--- src/rtl/uart_pkg.sv ---
// Shared UART definitions: FSM states, data width and default bit timing.
// Imported by both the transmit and receive paths.
package uart_pkg;

  localparam int DATA_W           = 8;
  localparam int DEF_CLKS_PER_BIT = 5208;

  typedef enum logic [2:0] {
    ST_IDLE   = 3'd0,
    ST_START  = 3'd1,
    ST_DATA   = 3'd2,
    ST_PARITY = 3'd3,
    ST_STOP   = 3'd4
  } uart_state_e;

  function automatic logic even_par(
    input logic [DATA_W-1:0] d
  );
    return ^d;
  endfunction

endpackage

--- src/rtl/uart_baud_cnt.sv ---
// Bit-period counter: counts 0..CLKS_PER_BIT-1 while enabled, ticks on
// the terminal count, held at zero by clear.
module uart_baud_cnt
  import uart_pkg::*;
#(
  parameter int CLKS_PER_BIT = DEF_CLKS_PER_BIT
) (
  input  logic clk,
  input  logic rst_n,
  input  logic en_i,
  input  logic clr_i,
  output logic tick_o
);

  localparam int CW = $clog2(CLKS_PER_BIT);
  localparam logic [CW-1:0] LAST = CW'(CLKS_PER_BIT - 1);

  logic [CW-1:0] cnt_q;
  logic [CW-1:0] cnt_d;

  assign tick_o = en_i && !clr_i && (cnt_q == LAST);

  always_comb begin
    cnt_d = cnt_q;
    if (clr_i) begin
      cnt_d = '0;
    end else if (en_i) begin
      cnt_d = (cnt_q == LAST) ? '0 : cnt_q + 1'b1;
    end
  end

  always_ff @(posedge clk) begin
    if (!rst_n) begin
      cnt_q <= '0;
    end else begin
      cnt_q <= cnt_d;
    end
  end

endmodule

--- src/rtl/uart_tx.sv ---
// UART transmitter: start bit, 8 data bits LSB first, optional even
// parity, one stop bit. All outputs come straight from flops.
module uart_tx
  import uart_pkg::*;
#(
  parameter int CLKS_PER_BIT = DEF_CLKS_PER_BIT,
  parameter int PARITY_EN    = 0
) (
  input  logic              clk,
  input  logic              rst_n,
  input  logic              tx_start,
  input  logic [DATA_W-1:0] tx_data,
  output logic              tx,
  output logic              tx_busy,
  output logic              tx_done
);

  uart_state_e       state_q;
  logic [DATA_W-1:0] shift_q;
  logic [2:0]        bit_q;
  logic              par_q;
  logic              tick;
  logic              idle;

  assign idle = (state_q == ST_IDLE);

  uart_baud_cnt #(
    .CLKS_PER_BIT(CLKS_PER_BIT)
  ) u_baud (
    .clk   (clk),
    .rst_n (rst_n),
    .en_i  (!idle),
    .clr_i (idle),
    .tick_o(tick)
  );

  // tx is loaded one bit ahead at each boundary so the pin never glitches
  always_ff @(posedge clk) begin
    if (!rst_n) begin
      state_q <= ST_IDLE;
      shift_q <= '0;
      bit_q   <= '0;
      par_q   <= 1'b0;
      tx      <= 1'b1;
      tx_busy <= 1'b0;
      tx_done <= 1'b0;
    end else begin
      tx_done <= 1'b0;
      unique case (state_q)
        ST_IDLE: begin
          tx <= 1'b1;
          if (tx_start) begin
            shift_q <= tx_data;
            par_q   <= even_par(tx_data);
            bit_q   <= '0;
            tx      <= 1'b0;
            tx_busy <= 1'b1;
            state_q <= ST_START;
          end
        end
        ST_START: begin
          if (tick) begin
            tx      <= shift_q[0];
            state_q <= ST_DATA;
          end
        end
        ST_DATA: begin
          if (tick) begin
            shift_q <= shift_q >> 1;
            if (bit_q == 3'd7) begin
              if (PARITY_EN != 0) begin
                tx      <= par_q;
                state_q <= ST_PARITY;
              end else begin
                tx      <= 1'b1;
                state_q <= ST_STOP;
              end
            end else begin
              bit_q <= bit_q + 3'd1;
              tx    <= shift_q[1];
            end
          end
        end
        ST_PARITY: begin
          if (tick) begin
            tx      <= 1'b1;
            state_q <= ST_STOP;
          end
        end
        ST_STOP: begin
          if (tick) begin
            tx      <= 1'b1;
            tx_busy <= 1'b0;
            tx_done <= 1'b1;
            state_q <= ST_IDLE;
          end
        end
        default: begin
          tx      <= 1'b1;
          tx_busy <= 1'b0;
          state_q <= ST_IDLE;
        end
      endcase
    end
  end

endmodule

--- config.mk ---
export PLATFORM = sky130hd
export DESIGN_NAME = uart_tx
export DESIGN_NICKNAME = d
export VERILOG_FILES = /design/src/rtl/uart_pkg.sv /design/src/rtl/uart_baud_cnt.sv /design/src/rtl/uart_tx.sv
export SDC_FILE = /design/constraint.sdc
export NUM_CORES = 1
export LEC_CHECK = 0
export BUFFER_PORTS_ARGS = -buffer_cell sky130_fd_sc_hd__clkbuf_2
export CAP_MARGIN = 20
export CORE_AREA = 2 2 79 81
export CTS_BUF_LIST = sky130_fd_sc_hd__clkbuf_16
export CTS_CLUSTER_DIAMETER = 120
export DETAILED_ROUTE_END_ITERATION = 12
export DIE_AREA = 0 0 81 83
export PLACE_DENSITY_LB_ADDON = 0.25
export SLEW_MARGIN = 0
export SYNTH_ARGS = -nofsm -noshare
export SYNTH_HDL_FRONTEND = slang
export SYNTH_SLANG_ARGS = --single-unit
export TNS_END_PERCENT = 30
--- constraint.sdc ---
create_clock -name clk -period 2.1 [get_ports clk]
set_input_delay 0.105 -clock clk [delete_from_list [all_inputs] [get_ports clk]]
set_output_delay 0.105 -clock clk [all_outputs]
set_load 0.03 [all_outputs]
==> results_dict.tcl, run 1 <==
set metrics [dict create \
    status "completed" \
    cts_root_buf "clkbuf_16" \
    min_to "shift_q[7]$_SDFFE_PN0P_" \
    seq_power_share_pct 44.5 \
    cts_buffers 5 \
    cts_sinks 30 \
    p_int_mw 1.059 \
    reg2reg_depth 5 \
    die_area_um2 6723 \
    area_growth_pct 18.42 \
    crit_path_end_kind "flip-flop" \
    globalRouteOverflowTotal 0 \
    power_switching_uw 295.7 \
    synth_cell_type_count 37 \
    multi_input_comb_area_um2 759.5 \
    combinationalPowerShare_pct 6.1 \
    r2r_slack_ns 0.21 \
    n_antenna_cell 0 \
    antenna_found_initial 0 \
    grt_usage_pct 9.121 \
    ir_worst_vdd_mv 0.4212 \
    place_ws_ns 0.2336 \
    postCtsSetupRepairBufs 0 \
    ctsHoldBuffers 0 \
    layout_min_cycle_time_ns 1.888 \
    hold_violations 0 \
    rows 28 \
    max_slew.worst_pin.slew_ns 0.4284 \
    ff_latch_area_um2 600.6 \
    nFillCells 630 \
    grt_max_degree 18 \
    dp_hpwl_um 1939 \
    die_w_um 81 \
    grt_pass1_wl_um 4843 \
    critPathArrivalTime_ns 2.11 \
    synth_cells 153 \
    finalClockSkew_ns 0.005053 \
    swShare_pct 21.83 \
    syn_area_um2 1440 \
    rsz0062_at_grt "no" \
    path_max_fanout 11 \
    fmax_ghz 0.5296 \
    regToRegEndpoint "bit_q[0]$_SDFFE_PN0P_" \
    vias 1104 \
    vias_per_cell 4.562 \
    synthesis.nets 167 \
    hp-start "tx_data[7]" \
    post-route-period-util_pct 89.92 \
    finalSetupViolCount 0 \
    required_ns 2.32 \
    nets 180 \
    maxCapViolations 0 \
    cts_resized 0 \
    hold_class "in -> reg" \
    p_leak_nw 0.6860 \
    fin_ws_ns 0.2117 \
    drt-pass1-iter-count 2 \
    clkPwrFrac_pct 49.3 \
    clk_latency_ns 0.27 \
    drcViolationCount 0 \
    grt_pass1_vias 1066 \
    hold_depth 2 \
    start_util_pct 24.76 \
    cts_tree "built" \
    wire_per_inst_um 11.22 \
    start_kind "flip-flop" \
    crit_start "u_baud.cnt_q[0]$_SDFF_PP0_" \
    ys_seq_elements 30 \
    die_y_um 83 \
    core_um2 5816 \
    boundaryPins 14 \
    cts.clk_slew.worst_paths_ns 0.05 \
    rr_startpoint "u_baud.cnt_q[0]$_SDFF_PP0_" \
    critical_path_class "reg -> reg" \
    synth_area_per_cell_um2 9.413 \
    port-buffer-count 13 \
    fin_setup_tns_ns 0 \
    clock_path_buffers 2 \
    detail_route.iter0.violations 36 \
    power_density_nw_per_um2 794.2 \
    slew_headroom_pct 71.40 \
    final-max-slew-violation-count 0 \
    seq_area_frac_synth_pct 41.70 \
    ys_warn_count 0 \
    drive_gt1_share_pct 16.77 \
    antenna_left 0 \
    wl_um 2716 \
    cts.htree.levels 2 \
    finalWeightedCongestion 0.7239 \
]
stage by stage:
step | total power [mW] | hold slack, ns | util, % | area [um^2] | instances
2_1_floorplan | 0.6722 | 0.2674 | - | 1440 | 153
3_3_place_gp | 0.6985 | 0.3619 | 26.89 | 1564 | 234
3_5_place_dp | 0.6992 | 0.3733 | 26.89 | 1564 | 234
4_1_cts | 1.381 | 0.08840 | 29.32 | 1705 | 242
5_1_grt | 1.426 | 0.09675 | 29.32 | 1705 | 242
6_report | 1.354 | 0.08871 | 29.32 | 1705 | 242
logic make-up after synthesis:
group | synth area share [%]
AOI/OAI and AO/OA | 14.34
xor gates and xnor gates | 7.298
adders and majority gates | 2.607
buffers and inverters | 5.560
DFF | 41.70
muxes | 6.342
and+or+nand+nor | 22.15
cell usage after synthesis (all sizes together):
library cell	count	area (um^2)
dfxtp	30	600.6
nor2	21	78.83
o21ai	10	50.05
xnor2	10	87.58
buf	8	53.80
mux2i	8	80.08
nand3	8	40.04
o311a	7	70.07
nand2	6	22.52
nor3	5	25.02
inv	4	15.01
a21oi	3	15.01
and4bb	3	37.53
clkbuf	3	11.26
ha	3	37.54
a22o	2	17.52
nand2b	2	12.51
nor2b	2	12.51
nor4	2	12.51
nor4b	2	32.53
or3b	2	17.52
xor2	2	17.52
a211oi	1	7.510
a32o	1	10.01
a41o	1	10.01
a41oi	1	8.760
and4	1	8.760
mux2	1	11.26
nand4	1	6.260
nor3b	1	12.51
o311ai	1	8.760
o32ai	1	8.760
registers in the layout, summed over array words and instances (netlist names):
name and cells:
bit_q 3, tx_done 1, tx 1, shift_q 8
u_baud.cnt_q 13, state_q 3, tx_busy 1
critical path, stage by stage, from the launching register on:
cell and delay (ns):
dfxtp_1 0.38, ha_1 0.26, and4bb_2 0.25, nand3_1 0.28
nor3_1 0.44, mux2_2 0.22
how the worst max path moves through the flow:
| stage | to | slack (ns) | cells after the start |
|---|---|---|---|
| 6_report | bit_q[0]$_SDFFE_PN0P_ | 0.21 | 5 |
| 5_1_grt | bit_q[0]$_SDFFE_PN0P_ | 0.03 | 5 |
| 4_1_cts | bit_q[0]$_SDFFE_PN0P_ | 0.20 | 5 |
| 3_5_place_dp | bit_q[0]$_SDFFE_PN0P_ | 0.23 | 5 |
| 3_3_place_gp | bit_q[0]$_SDFFE_PN0P_ | 0.29 | 5 |
| 2_1_floorplan | shift_q[2]$_SDFFE_PN0P_ | 0.48 | 6 |
cells in the final DEF, fill, tap and decap left out, drive strengths merged:
| cell type | n |
|---|---|
| a211oi | 1 |
| a21oi | 3 |
| a22o | 2 |
| a32o | 1 |
| a41o | 1 |
| a41oi | 1 |
| and4 | 1 |
| and4bb | 3 |
| buf | 4 |
| clkbuf | 18 |
| clkinv | 2 |
| clkinvlp | 1 |
| dfxtp | 30 |
| ha | 3 |
| inv | 4 |
| mux2 | 1 |
| mux2i | 8 |
| nand2 | 6 |
| nand2b | 2 |
| nand3 | 8 |
| nand4 | 1 |
| nor2 | 21 |
| nor2b | 2 |
| nor3 | 5 |
| nor3b | 1 |
| nor4 | 2 |
| nor4b | 2 |
| o21ai | 10 |
| o311a | 7 |
| o311ai | 1 |
| o32ai | 1 |
| or3b | 2 |
| xnor2 | 10 |
| xor2 | 2 |
power groups by stage:
stage               logic, mW  registers [mW]  clock network [mW]
floorplan              0.0572           0.615                   0
global placement       0.0844           0.614                   0
detailed placement     0.0841           0.615                   0
CTS                    0.0845           0.603               0.693
global route           0.0933           0.604               0.728
finish                 0.0830           0.603               0.668
final cells by class:
type | instances | share of cell area [%]
multi-input cells | 108 | 44.53
flip-flops and latches | 30 | 35.22
clock buffers | 5 | 7.337
repair buffers | 17 | 5.576
well taps | 75 | 5.503
clock inverters | 3 | 0.9538
inverters | 4 | 0.8804
metal layers:
layer	up-vias	global-route usage (%)	wire (um)
met5	-	0	0
met4	0	4.160	37
met3	4	3.587	114
met2	16	13.15	1175
met1	504	11.82	1388
li1	580	-	-
Power figures use the tool's default switching activity.
==> run 2: changes to the inputs <==
--- a/config.mk
+++ b/config.mk
@@ -5,7 +5,7 @@
 export SDC_FILE = /design/constraint.sdc
 export NUM_CORES = 1
 export LEC_CHECK = 0
-export BUFFER_PORTS_ARGS = -buffer_cell sky130_fd_sc_hd__clkbuf_2
+export BUFFER_PORTS_ARGS = -buffer_cell sky130_fd_sc_hd__buf_2
 export CAP_MARGIN = 20
 export CORE_AREA = 2 2 79 81
 export CTS_BUF_LIST = sky130_fd_sc_hd__clkbuf_16
==> results_dict.tcl, run 2 (same netlist as run 1, synthesis figures left out) <==
set metrics [dict create \
    layout_min_cycle_time_ns 1.824 \
    die_w_um 81 \
    multi_input_comb_area_um2 759.5 \
    boundaryPins 14 \
    clock_path_buffers 2 \
    max_slew.worst_pin.slew_ns 0.4128 \
    postCtsSetupRepairBufs 0 \
    slew_headroom_pct 72.48 \
    rsz0062_at_grt "no" \
    final_area_um2 1737 \
    antenna_found_initial 0 \
    start_util_pct 24.76 \
    critPathArrivalTime_ns 2.04 \
    area_growth_pct 20.59 \
    post-route-period-util_pct 86.85 \
    final-max-slew-violation-count 0 \
    ctsHoldBuffers 0 \
    fmax_ghz 0.5483 \
    nets 181 \
    detail_route.iter0.violations 26 \
    reg_top3 "u_baud.cnt_q (13), shift_q (8)" \
    critical_path_class "reg -> reg" \
    required_ns 2.32 \
    cts_tree "built" \
    status "completed" \
    port-buffer-count 13 \
    placed_area_um2 1572 \
    cts_resized 0 \
    finalWeightedCongestion 0.7402 \
    place_ws_ns 0.2775 \
    power_density_nw_per_um2 855.4 \
    drcViolationCount 0 \
    grt_max_degree 18 \
    largest_reg_flops 13 \
    cts.htree.levels 2 \
    cts_buffers 5 \
    p_leak_nw 0.7057 \
    mostFrequentLayoutCell "dfxtp_1" \
    fin_hold_ws_ns 0.08286 \
    top_register "u_baud.cnt_q" \
    grt_usage_pct 8.813 \
    drt-pass1-iter-count 4 \
    start_kind "flip-flop" \
    hold_violations 0 \
    grt_pass1_wl_um 4664 \
    antenna_left 0 \
    grt_pass1_vias 1039 \
    finalSetupViolCount 0 \
    globalRouteOverflowTotal 0 \
    nFillCells 629 \
    n_antenna_cell 0 \
    reg2reg_depth 5 \
    maxCapViolations 0 \
    ir_worst_vdd_mv 0.4210 \
    die_area_um2 6723 \
    crit_path_end_kind "flip-flop" \
    clk_latency_ns 0.27 \
    final_util_pct 29.86 \
    rows 28 \
    fin_setup_tns_ns 0 \
    hold_class "in -> reg" \
    core_um2 5816 \
    drive_gt1_share_pct 17.86 \
    die_y_um 83 \
    fin_ws_ns 0.2761 \
    wire_per_inst_um 11.24 \
    cts_sinks 30 \
    finalClockSkew_ns 0.005274 \
    wl_um 2732 \
    hold_depth 2 \
    vias 1108 \
    ff_latch_area_um2 600.6 \
    cts.clk_slew.worst_paths_ns 0.05 \
    dp_hpwl_um 1942 \
    path_max_fanout 11 \
    final_cell_mix "dfxtp_1, nor2_1, buf_2" \
    vias_per_cell 4.560 \
    cts_root_buf "clkbuf_16" \
]
==> run 2: area by class of cell <==
type,instances,share of cell area [%]
clock inverters,3,2.305
well taps,75,5.403
flip-flops and latches,30,34.58
clock buffers,5,7.205
inverters,4,0.8646
multi-input cells,108,43.73
repair buffers,18,5.908
==> run 2: final timing paths <==
| path | start | end | slack (ns) |
|---|---|---|---|
| worst min register to register | u_baud.cnt_q[0]$_SDFF_PP0_ | u_baud.cnt_q[0]$_SDFF_PP0_ | 0.47 |
| worst max-delay path | u_baud.cnt_q[0]$_SDFF_PP0_ | bit_q[0]$_SDFFE_PN0P_ | 0.28 |
| worst min-delay path | tx_data[7] | shift_q[7]$_SDFFE_PN0P_ | 0.08 |
| worst max register to register | u_baud.cnt_q[0]$_SDFF_PP0_ | bit_q[0]$_SDFFE_PN0P_ | 0.28 |
==> run 2: critical path, cell delays in order, from the launching register on <==
cell      delay, ns
dfxtp_1        0.38
ha_1           0.25
and4bb_2       0.25
nand3_1        0.27
nor3_1         0.40
mux2_2         0.21
==> run 2: report_power, final <==
group          switching (mW)  leakage [nW]  internal [mW]
logic                  0.0464         0.378         0.0409
clock network           0.245        0.0836          0.554
registers              0.0114         0.244          0.589
==> run 2: per-layer routing <==
layer	GRT usage [%]	vias to the layer above	share of wire [%]
li1	-	582	-
met1	10.70	502	49
met2	13.45	18	44
met3	3.804	6	5.7
met4	3.698	0	1.7
met5	0	-	0
==> run 2: per-stage QoR <==
step	total power, mW	cells
5_1_grt	1.541	243
4_1_cts	1.511	243
2_1_floorplan	0.6722	153
6_report	1.486	243
3_3_place_gp	0.7008	235
3_5_place_dp	0.7009	235
